[src/rtl/imm_encoder.sv]
// RV32I I/S/B instruction packer: two-stage valid/ready pipeline with an output handshake counter.
// Define IMM_RANGE_CHECK_EN to flag out-of-range immediates (out_err=1, word replaced by NOP).
module imm_encoder (
    input  logic        clk,
    input  logic        rst_n,
    input  logic        in_valid,
    output logic        in_ready,
    input  logic [1:0]  in_type,
    input  logic [4:0]  in_rd,
    input  logic [4:0]  in_rs1,
    input  logic [4:0]  in_rs2,
    input  logic [2:0]  in_funct3,
    input  logic [31:0] in_imm,
    output logic        out_valid,
    input  logic        out_ready,
    output logic [31:0] out_instr,
    output logic        out_err,
    output logic [15:0] enc_count
);

    localparam int unsigned XLEN  = 32;
    localparam int unsigned REG_W = 5;
    localparam int unsigned F3_W  = 3;
    localparam int unsigned CNT_W = 16;

    localparam logic [6:0]      OPC_IALU   = 7'b0010011;
    localparam logic [6:0]      OPC_LOAD   = 7'b0000011;
    localparam logic [6:0]      OPC_STORE  = 7'b0100011;
    localparam logic [6:0]      OPC_BRANCH = 7'b1100011;
    localparam logic [XLEN-1:0] NOP_WORD   = 32'h0000_0013;

    typedef enum logic [1:0] {
        FMT_IALU   = 2'd0,
        FMT_LOAD   = 2'd1,
        FMT_STORE  = 2'd2,
        FMT_BRANCH = 2'd3
    } fmt_t;

    typedef struct packed {
        fmt_t             fmt;
        logic [REG_W-1:0] rd;
        logic [REG_W-1:0] rs1;
        logic [REG_W-1:0] rs2;
        logic [F3_W-1:0]  funct3;
        logic [XLEN-1:0]  imm;
    } fields_t;

    fields_t         s1_q;
    logic            s1_valid;
    logic            in_hs_c;
    logic            s2_load_c;
    logic            out_hs_c;
    logic [XLEN-1:0] enc_word_c;
    logic            enc_err_c;

    assign in_ready  = !s1_valid || !out_valid || out_ready;
    assign in_hs_c   = in_valid && in_ready;
    assign s2_load_c = s1_valid && (!out_valid || out_ready);
    assign out_hs_c  = out_valid && out_ready;

    // Field packing for the four supported formats.
    always_comb begin
        enc_word_c = '0;
        enc_err_c  = 1'b0;
        unique case (s1_q.fmt)
            FMT_IALU:  enc_word_c = {s1_q.imm[11:0], s1_q.rs1, s1_q.funct3, s1_q.rd, OPC_IALU};
            FMT_LOAD:  enc_word_c = {s1_q.imm[11:0], s1_q.rs1, s1_q.funct3, s1_q.rd, OPC_LOAD};
            FMT_STORE: enc_word_c = {s1_q.imm[11:5], s1_q.rs2, s1_q.rs1, s1_q.funct3,
                                     s1_q.imm[4:0], OPC_STORE};
            default:   enc_word_c = {s1_q.imm[12], s1_q.imm[10:5], s1_q.rs2, s1_q.rs1,
                                     s1_q.funct3, s1_q.imm[4:1], s1_q.imm[11], OPC_BRANCH};
        endcase
`ifdef IMM_RANGE_CHECK_EN
        // Upper bits must be a pure sign extension; branch offsets must also be even.
        if (s1_q.fmt == FMT_BRANCH) begin
            enc_err_c = !((&s1_q.imm[31:12]) || !(|s1_q.imm[31:12])) || s1_q.imm[0];
        end else begin
            enc_err_c = !((&s1_q.imm[31:11]) || !(|s1_q.imm[31:11]));
        end
        if (enc_err_c) begin
            enc_word_c = NOP_WORD;
        end
`endif
    end

`ifndef IMM_RANGE_CHECK_EN
    logic unused_imm_hi;
    assign unused_imm_hi = ^s1_q.imm[31:13];
`endif

    always_ff @(posedge clk or negedge rst_n) begin
        if (!rst_n) begin
            s1_valid <= 1'b0;
            s1_q     <= '0;
        end else if (in_hs_c) begin
            s1_valid    <= 1'b1;
            s1_q.fmt    <= fmt_t'(in_type);
            s1_q.rd     <= in_rd;
            s1_q.rs1    <= in_rs1;
            s1_q.rs2    <= in_rs2;
            s1_q.funct3 <= in_funct3;
            s1_q.imm    <= in_imm;
        end else if (s2_load_c) begin
            s1_valid <= 1'b0;
        end
    end

    // Output stage holds its word until the downstream handshake.
    always_ff @(posedge clk or negedge rst_n) begin
        if (!rst_n) begin
            out_valid <= 1'b0;
            out_instr <= '0;
            out_err   <= 1'b0;
        end else if (s2_load_c) begin
            out_valid <= 1'b1;
            out_instr <= enc_word_c;
            out_err   <= enc_err_c;
        end else if (out_ready) begin
            out_valid <= 1'b0;
        end
    end

    always_ff @(posedge clk or negedge rst_n) begin
        if (!rst_n) begin
            enc_count <= '0;
        end else if (out_hs_c) begin
            enc_count <= enc_count + CNT_W'(1);
        end
    end

endmodule
[config.mk]
export PLATFORM = sky130hd
export DESIGN_NAME = imm_encoder
export DESIGN_NICKNAME = d
export VERILOG_FILES = /design/src/rtl/imm_encoder.sv
export SDC_FILE = /design/constraint.sdc
export NUM_CORES = 1
export LEC_CHECK = 0
export ABC_AREA = 1
export CORE_UTILIZATION = 25
export DETAILED_ROUTE_END_ITERATION = 6
export SETUP_SLACK_MARGIN = 0.1
export SLEW_MARGIN = 10
export SYNTH_ARGS = -nofsm -noshare
export SYNTH_HDL_FRONTEND = slang
export SYNTH_SLANG_ARGS = --single-unit
[constraint.sdc]
create_clock -name clk -period 3.2 [get_ports clk]
set_clock_uncertainty 0.2 [all_clocks]
set_input_delay 0.64 -clock clk [delete_from_list [all_inputs] [get_ports clk]]
set_output_delay 0.64 -clock clk [all_outputs]
set_load 0.03 [all_outputs]
; Yosys cells after proc, flatten, opt, wreduce, memory -nomap -nowiden
; Cells that the tools add are included.
[word_totals]
regBits = 83
out_inout_bits = 51
in_bits = 56
elab_cells = 29
[op_classes]
muxes = 5
n_reduce_logical = 11
n_eq_ne = 2
n_addsub = 1
[op_table]
columns = cell, count
row1 = $pmux W32 S3, 1
row2 = $add A16 B1 Y16 const B, 1
row3 = $mux W1, 4
row4 = $reduce_bool A2 Y1, 2
row5 = $logic_and A1 B1 Y1, 3
row6 = $logic_or A1 B1 Y1, 3
row7 = $eq A2 B1 Y1 const B, 1
row8 = $eq A2 B2 Y1 const B, 1
row9 = $logic_not A1 Y1, 2
row10 = $logic_not A2 Y1, 1

; Longest topological paths before layout
; Gate-level depths: netlist of the first run.
[logic_depth]
ltp_word = 5
mapped_depth = 9
depth_no_buf = 9

; Least setup slack after synthesis of the first run
; No wires, ideal clock.
[synth_path]
kind = input -> output
from = input port out_ready
to = output port in_ready
slack_ns = 1.068
path_buffers = 1
cell_stages = 3
arrival_time_ns = 1.292
t_required_ns = 2.360
cell_sequence = inv_1 nand3_2 clkbuf_1
[synth_via]
elab_chain_cells = 1
[synth_rtl]
columns = element, line
row1 = from (decl), 15  ; input logic out_ready,
row2 = $logic_or A1 B1 Y1, 56  ; assign in_ready = !s1_valid || !out_valid || out_ready;
row3 = to (decl), 7  ; output logic in_ready,
; No other way between the ends.

; Worst setup path in the final report of the first run
; Ends and elaborated chain as after synthesis.

==> reports/qor.txt, run 1 <==
========================================================================================================
Mapped cell area                                                                                3410 µm²
Number of hold buffers added after CTS                                                                 0
Worst Path Arrival                                                                               2.06 ns
Crit. Startpoint                                                                               out_ready
Cells after Synth                                                                                    400
Average via count per standard cell                                                                 4.31
Design Area, Final                                                                              4750 µm²
Via count of the routed design                                                                     2,856
Yosys cell types                                                                                      26
R2R Setup Slk                                                                                    1.21 ns
Worst path bufs/invs                                                                                   3
Worst Slack Setup Final                                                                         0.303 ns
RSZ-0062 raised after global routing                                                                  no
Final worst path period need                                                                     2.90 ns
CTS buffer count                                                                                       9
Floorplan die width                                                                               119 µm
Worst setup SP type                                                                         primary input
Number of slew-limit violations in the final report                                                    0
Gate family responsible for the most delay along the worst path                             buffers and inverters
Setup fix buffers added after clock tree synthesis                                                     0
Status                                                                                         completed
Initial standard-cell utilization of the core                                                      0.257
Post-synthesis sequential element count                                                               80
Area overhead of the layout relative to synthesis                                                  39.3%
Largest net degree at the start of global routing                                                     81
Placement-stage cell area                                                                       4440 µm²
Count of final setup violators                                                                         0
Share of layout cells above drive strength 1                                                      0.0595
Cell area power density                                                                       731 nW/µm²
H-tree depth reported by CTS                                                                           3
Cell count of the worst reg-to-reg path                                                                6
Initial antenna violation count                                                                        0
Overall Global Routing Usage                                                                       0.132
Cts repair resizes                                                                                     0
Antenna cells                                                                                          0
Total design power                                                                               3.47 mW
Commonest cells after routing, fill and taps aside                                          sky130_fd_sc_hd__nand2_1 (166), sky130_fd_sc_hd__clkdlybuf4s50_1 (83), sky130_fd_sc_hd__dfrtp_1 (80), sky130_fd_sc_hd__nand3_1 (30), sky130_fd_sc_hd__inv_1 (28)
Worst slew margin                                                                                  0.540
Die footprint                                                                                 14,100 µm²
Number of nets in the layout                                                                         539
Type of the worst setup path                                                                primary input to output port
Number of standard cells in the layout, taps in and fillers out                                      663
Cell type of the slowest stage on the worst timing path                                     sky130_fd_sc_hd__clkdlybuf4s50_1
Clk buf depth                                                                                          2
Peak ir drop on the vdd network                                                                 0.316 mV
Fmax                                                                                           0.345 GHz
Post-route DRC violation count                                                                         0
Static leakage                                                                                   2.30 nW
First-iteration detailed-routing DRC count                                                           153
Crit-path cells                                                                             clkdlybuf4s50_1, inv_1, nand3_2, clkdlybuf4s50_1
Library cell used as clock root buffer                                                      sky130_fd_sc_hd__clkbuf_16
Source of the worst register-to-register timing path                                           out_valid
Worst setup EP type                                                                          output port
Detail-routed net length per standard cell                                                       13.2 µm
Total placed cells including tap cells                                                               647
Data required time of the worst path                                                             2.36 ns
Top-level I/O count                                                                                  107
Clk_lat worst skew                                                                               0.34 ns
Worst-case setup slack after placement                                                          0.310 ns
First-pass GRT wire length                                                                     14,300 µm
Via count of the first global-routing pass                                                         2,776
Cell mode on critical path                                                                  sky130_fd_sc_hd__clkdlybuf4s50_1
Summed negative setup slack over all endpoints                                                      0 ns
Stage delay of the slowest cell on the critical path                                             0.68 ns
Number of hold violations in the final report                                                          0
Worst Tran Pin Value                                                                            0.690 ns
Sequential fraction of the synthesis area                                                          0.587
Vertical die dimension                                                                            119 µm
Cell depth of the worst setup path                                                                     4
Final weighted congestion in routability-driven placement                                          0.845
Crit Reg-Reg Endpoint                                                                           s1_q[11]
Most common library cell in the layout ignoring fill and taps                               sky130_fd_sc_hd__nand2_1
Worst hold-check path type                                                                  primary input to asynchronous set/reset pin
Gr ovfl total                                                                                          0
Post-CTS clock slew at the launch and capture registers of the worst setup and hold paths        0.06 ns
Number of core rows                                                                                   42
Clk sink count                                                                                        80
Yosys warnings                                                                                         0
Max-Cap Viols                                                                                          0
Largest fanout on the critical path                                                                    3
Mean area per synthesized cell                                                                  8.53 µm²
Final wirelength                                                                                 8740 µm
Antenna-violating nets left                                                                            0
Final HPWL from detailed placement                                                               5960 µm
CORE AREA                                                                                     13,300 µm²
Ratio of final minimum period to clock period                                                      0.905
Buffers added on ports                                                                                84
Clock tree from TritonCTS                                                                           done
First-pass DRT Iterations                                                                              6
========================================================================================================
==> report_power, final <==
group | internal, mW | leakage, nW | switching, mW
Sequential | 1.22 | 0.966 | 0.162
Combinational | 0.415 | 1.19 | 0.628
Clock | 0.644 | 0.148 | 0.407
==> synth_stat cells <==
master                       n  area [µm²]
sky130_fd_sc_hd__o21ai_0    16        80.1
sky130_fd_sc_hd__clkbuf_1   12        45.0
sky130_fd_sc_hd__o22ai_1     1        6.26
sky130_fd_sc_hd__nand3_1    30         150
sky130_fd_sc_hd__nand4_1     7        43.8
sky130_fd_sc_hd__inv_1      28         105
sky130_fd_sc_hd__nor3_1      1        5.00
sky130_fd_sc_hd__o31ai_1     1        7.51
sky130_fd_sc_hd__buf_2       4        20.0
sky130_fd_sc_hd__or2_2       1        6.26
sky130_fd_sc_hd__nand2_2     1        6.26
sky130_fd_sc_hd__nor3_4      1        16.3
sky130_fd_sc_hd__nor3_2      1        10.0
sky130_fd_sc_hd__nand3b_1    1        7.51
sky130_fd_sc_hd__buf_4       4        30.0
sky130_fd_sc_hd__nand3_2     1        10.0
sky130_fd_sc_hd__a21oi_2     1        8.76
sky130_fd_sc_hd__inv_2       1        3.75
sky130_fd_sc_hd__xnor2_1     4        35.0
sky130_fd_sc_hd__nand2_1   166         623
sky130_fd_sc_hd__dfrtp_1    80        2000
sky130_fd_sc_hd__nor2_1     21        78.8
sky130_fd_sc_hd__a21oi_1    10        50.1
sky130_fd_sc_hd__xor2_1      5        43.8
sky130_fd_sc_hd__ha_1        1        12.5
sky130_fd_sc_hd__conb_1      1        3.75
==> state kept, by name (all words and copies together), names as in the netlist <==
signal	flops
out_instr	29
enc_count	16
s1_q	33
out_valid	1
s1_valid	1
==> layout make-up <==
cell class,instances,area (µm²)
multi-input cells,273,1210
clock inverters,5,55.1
repair buffers,89,901
fillers,1387,8540
clock buffers,11,253
inverters,29,109
well taps,176,220
flip-flops and latches,80,2000
==> kinds of logic (layout without fill, tap and decap cells) <==
family / after synthesis / after routing / share of synthesized area
buf+inv: 49 / 134 / 0.0598
compound gates: 29 / 29 / 0.0448
xor+xnor: 9 / 9 / 0.0231
other cells: 1 / 3 / 0.00110
fa+ha+maj: 1 / 1 / 0.00367
flops: 80 / 80 / 0.587
simple gates: 231 / 231 / 0.281
==> layer usage <==
metal,share of wire,GRT usage,up-vias
li1,-,-,1415
met1,0.44,0.162,1359
met5,0,0,-
met3,0.053,0.0478,10
met2,0.49,0.215,72
met4,0.017,0.0459,0
==> per-stage QoR <==
stage / hold slack [ns] / utilization
finish: 0.110 / 0.357
global route: 0.160 / 0.357
CTS: 0.135 / 0.357
detailed placement: 0.255 / 0.334
global placement: 0.248 / 0.334
floorplan: 0.144 / -
==> worst max path at each step <==
stage,to
after floorplan,in_ready
after global placement,in_ready
after detailed placement,in_ready
after CTS,in_ready
after global routing,in_ready
final,in_ready
No activity file was read; power rests on OpenSTA's default activity.
==> run 2, diff against run 1 <==
--- a/config.mk
+++ b/config.mk
@@ -8,6 +8,7 @@
 export ABC_AREA = 1
 export CORE_UTILIZATION = 25
 export DETAILED_ROUTE_END_ITERATION = 6
+export GPL_ROUTABILITY_DRIVEN = 0
 export SETUP_SLACK_MARGIN = 0.1
 export SLEW_MARGIN = 10
 export SYNTH_ARGS = -nofsm -noshare
==> results of run 2 <==
Same layout as run 1: the final DEF is identical, and so are final timing and power.
==> run 3, diff against run 2 <==
--- a/config.mk
+++ b/config.mk
@@ -5,7 +5,7 @@
 export SDC_FILE = /design/constraint.sdc
 export NUM_CORES = 1
 export LEC_CHECK = 0
-export ABC_AREA = 1
+export ABC_AREA = 0
 export CORE_UTILIZATION = 25
 export DETAILED_ROUTE_END_ITERATION = 6
 export GPL_ROUTABILITY_DRIVEN = 0
==> constraint.sdc (replaced) <==
create_clock -name clk -period 3.2 [get_ports clk]
set_clock_uncertainty 0.2 [all_clocks]
set_input_delay 0.32 -clock clk [delete_from_list [all_inputs] [get_ports clk]]
set_output_delay 0.32 -clock clk [all_outputs]
set_load 0.03 [all_outputs]
==> reports/qor.txt, run 3 <==
========================================================================================================
Largest register FFs                                                                                  33   unchanged
Setup fix buffers added after clock tree synthesis                                                     0   unchanged
Cts repair resizes                                                                                     0   unchanged
Cells after Synth                                                                                    229   -43%
Registers with the most flip-flops                                                          s1_q x33, out_instr x29, enc_count x16
Share of layout cells above drive strength 1                                                       0.219   +0.159
Mapped cell area                                                                                3210 µm²   -5.9%
Via count of the routed design                                                                     1,997   -30%
Worst Tran Pin Value                                                                             1.02 ns   +0.331 ns
Clk sink count                                                                                        80   unchanged
Overall Global Routing Usage                                                                       0.105   -0.0277
Initial standard-cell utilization of the core                                                      0.255   -0.00119
Total of fill cells in the finished design                                                         1,263   -8.9%
First-pass GRT wire length                                                                     10,100 µm   -29%
Buffers added on ports                                                                                84   unchanged
Worst hold-check path type                                                                  primary input to asynchronous set/reset pin
Floorplan die width                                                                               115 µm   -3.0%
Library cell with the highest instance count after synthesis                                sky130_fd_sc_hd__dfrtp_1
Sequential fraction of the synthesis area                                                          0.624   +0.0368
Status                                                                                      finished, violations left
Static leakage                                                                                   1.91 nW   -17%
Clock tree from TritonCTS                                                                           done
Worst setup EP type                                                                          output port
Yosys cell types                                                                                      25   -3.8%
Most common library cell in the layout ignoring fill and taps                               sky130_fd_sc_hd__clkdlybuf4s50_1
Worst Path Arrival                                                                               1.72 ns   -0.34 ns
Share of Yosys cell area claimed by the top area cell type                                         0.624   +0.0368
Mean area per synthesized cell                                                                  14.0 µm²   +64%
Antenna cells                                                                                          0   unchanged
Number of slew-limit violations in the final report                                                    0   unchanged
Data required time of the worst path                                                             2.68 ns   +0.32 ns
Leading post-synthesis cells by cell area                                                   sky130_fd_sc_hd__dfrtp_1 (62%), sky130_fd_sc_hd__mux2_2 (17%), sky130_fd_sc_hd__mux2i_1 (3.4%)
Via count of the first global-routing pass                                                         1,961   -29%
RSZ-0062 raised after global routing                                                                  no
Summed negative setup slack over all endpoints                                                      0 ns   unchanged
Final Core Density                                                                                 0.358   +0.000763
Worst slew margin                                                                                  0.319   -0.221
Count of final setup violators                                                                         0   unchanged
Ratio of final minimum period to clock period                                                      0.701   -0.205
Die footprint                                                                                 13,300 µm²   -5.8%
Final worst path period need                                                                     2.24 ns   -0.655 ns
Post-CTS clock slew at the launch and capture registers of the worst setup and hold paths        0.06 ns   about the same
Library cell used as clock root buffer                                                      sky130_fd_sc_hd__clkbuf_16
Register name with the most flops                                                                   s1_q
CTS buffer count                                                                                       9   unchanged
Cell area power density                                                                       726 nW/µm²   -0.74%
First-pass DRT Iterations                                                                              4   -2
Clk buf depth                                                                                          2   unchanged
Largest area contributor in the netlist                                                     sky130_fd_sc_hd__dfrtp_1
Largest net degree at the start of global routing                                                     81   unchanged
Max-Cap Viols                                                                                          0   unchanged
Type of the worst setup path                                                                primary input to output port
Ranking of synthesized cells by instance count                                              sky130_fd_sc_hd__dfrtp_1 (80), sky130_fd_sc_hd__mux2_2 (49), sky130_fd_sc_hd__nand2_1 (22), sky130_fd_sc_hd__o21ai_0 (13), sky130_fd_sc_hd__mux2i_1 (11)
Number of hold violations in the final report                                                         51   +51
Number of nets in the layout                                                                         372   -31%
Final wirelength                                                                                 6450 µm   -26%
Area overhead of the layout relative to synthesis                                                  40.3%
Average via count per standard cell                                                                 4.06   -5.8%
Number of hold buffers added after CTS                                                                 0   unchanged
Vertical die dimension                                                                            115 µm   -3.0%
Post-synthesis sequential element count                                                               80   unchanged
Number of core rows                                                                                   41   -2.4%
Commonest register cell after synthesis                                                     sky130_fd_sc_hd__dfrtp_1
CORE AREA                                                                                     12,600 µm²   -5.5%
EDFF count, synth                                                                                      0   unchanged
Yosys warnings                                                                                         0   unchanged
Initial antenna violation count                                                                        0   unchanged
H-tree depth reported by CTS                                                                           3   unchanged
Peak ir drop on the vdd network                                                                 0.359 mV   +13%
Top-level I/O count                                                                                  107   unchanged
Gr ovfl total                                                                                          0   unchanged
Post-route DRC violation count                                                                         0   unchanged
Clk_lat worst skew                                                                               0.33 ns   about the same
Antenna-violating nets left                                                                            0   unchanged
Final HPWL from detailed placement                                                               4280 µm   -28%
Worst hold-check slack                                                                        -0.0373 ns   -0.148 ns
Largest fanout on the critical path                                                                    5   +2
Synth async-reset ratio                                                                             1.00   unchanged
Commonest cells after routing, fill and taps aside                                          sky130_fd_sc_hd__clkdlybuf4s50_1 (83), sky130_fd_sc_hd__dfrtp_1 (80), sky130_fd_sc_hd__mux2_2 (49), sky130_fd_sc_hd__nand2_1 (21), sky130_fd_sc_hd__o21ai_0 (13)
First-iteration detailed-routing DRC count                                                            26   -83%
Worst setup SP type                                                                         primary input
Failing checks                                                                               hold timing
Fmax                                                                                           0.446 GHz   +29%
Detail-routed net length per standard cell                                                       13.1 µm   -0.57%
========================================================================================================
## run 3: cell types whose count changed after synthesis, moves of 6 or more
cell                       before  now
sky130_fd_sc_hd__nor2_1        21    3
sky130_fd_sc_hd__a21oi_1       10    0
sky130_fd_sc_hd__nand2_1      166   22
sky130_fd_sc_hd__mux2i_1        0   11
sky130_fd_sc_hd__mux2_2         0   49
sky130_fd_sc_hd__nand3_1       30    4
sky130_fd_sc_hd__xnor2_1        4   10
sky130_fd_sc_hd__clkbuf_1      12    2
sky130_fd_sc_hd__inv_1         28    1
## run 3: logic make-up after synthesis
logic type               share of synthesized area
buffers and inverters                       0.0320
other                                      0.00117
AO/OA/AOI/OAI                               0.0226
XOR/XNOR                                    0.0409
flip-flops                                   0.624
multiplexers                                 0.206
adder cells (fa/ha/maj)                    0.00390
AND/OR/NAND/NOR                             0.0694
## run 3: layout make-up
type,instances,area [µm²],share of cell area
clock buffer,13,260,0.0578
clock inverter,3,40.0,0.00889
sequential,80,2000,0.445
timing repair buffer,86,866,0.192
tap,172,215,0.0478
inverter,1,3.75,0.000834
multi-input combinational,137,1110,0.248
## run 3: per-layer routing
layer	GRT usage	vias up	wire length (µm)
li1	-	954	-
met4	0.0675	0	154
met1	0.136	976	2920
met5	0	-	0
met3	0.0253	12	273
met2	0.156	55	3100
## run 3: worst paths after layout
| path | from | endpoint | slack [ns] | cells past startpoint |
|---|---|---|---|---|
| setup / recovery | out_ready | in_ready | 0.96 | 3 |
| min in group clk | enc_count[15] | enc_count[15] | 0.27 | 1 |
| max in group asynchronous | rst_n | s1_q[10] | 2.17 | 1 |
| hold reg to reg | enc_count[15] | enc_count[15] | 0.27 | 1 |
| hold / removal | rst_n | out_instr[23] | -0.04 | 1 |
| setup reg to reg | out_valid | s1_q[40] | 1.31 | 4 |
## run 3: power by group
group	switching [mW]	internal [mW]	total, mW
Sequential	0.141	1.20	1.35
Combinational	0.464	0.424	0.888
Clock	0.389	0.645	1.03
Total	0.993	2.27	3.27
## run 3: stage by stage
step	power, mW	setup WS [ns]	cell area [µm²]	std cells
2_1_floorplan	1.86	1.18	3220	231
6_report	3.27	0.958	4500	492
4_1_cts	3.33	0.953	4500	492
5_1_grt	3.45	0.899	4500	492
3_5_place_dp	2.27	0.822	4200	476
3_3_place_gp	2.25	0.823	4200	476
## run 3: worst max-delay path, cell delays in order
cell and delay [ns]:
sky130_fd_sc_hd__clkdlybuf4s50_1 0.54, sky130_fd_sc_hd__nand3b_1 0.17, sky130_fd_sc_hd__clkdlybuf4s50_1 0.69
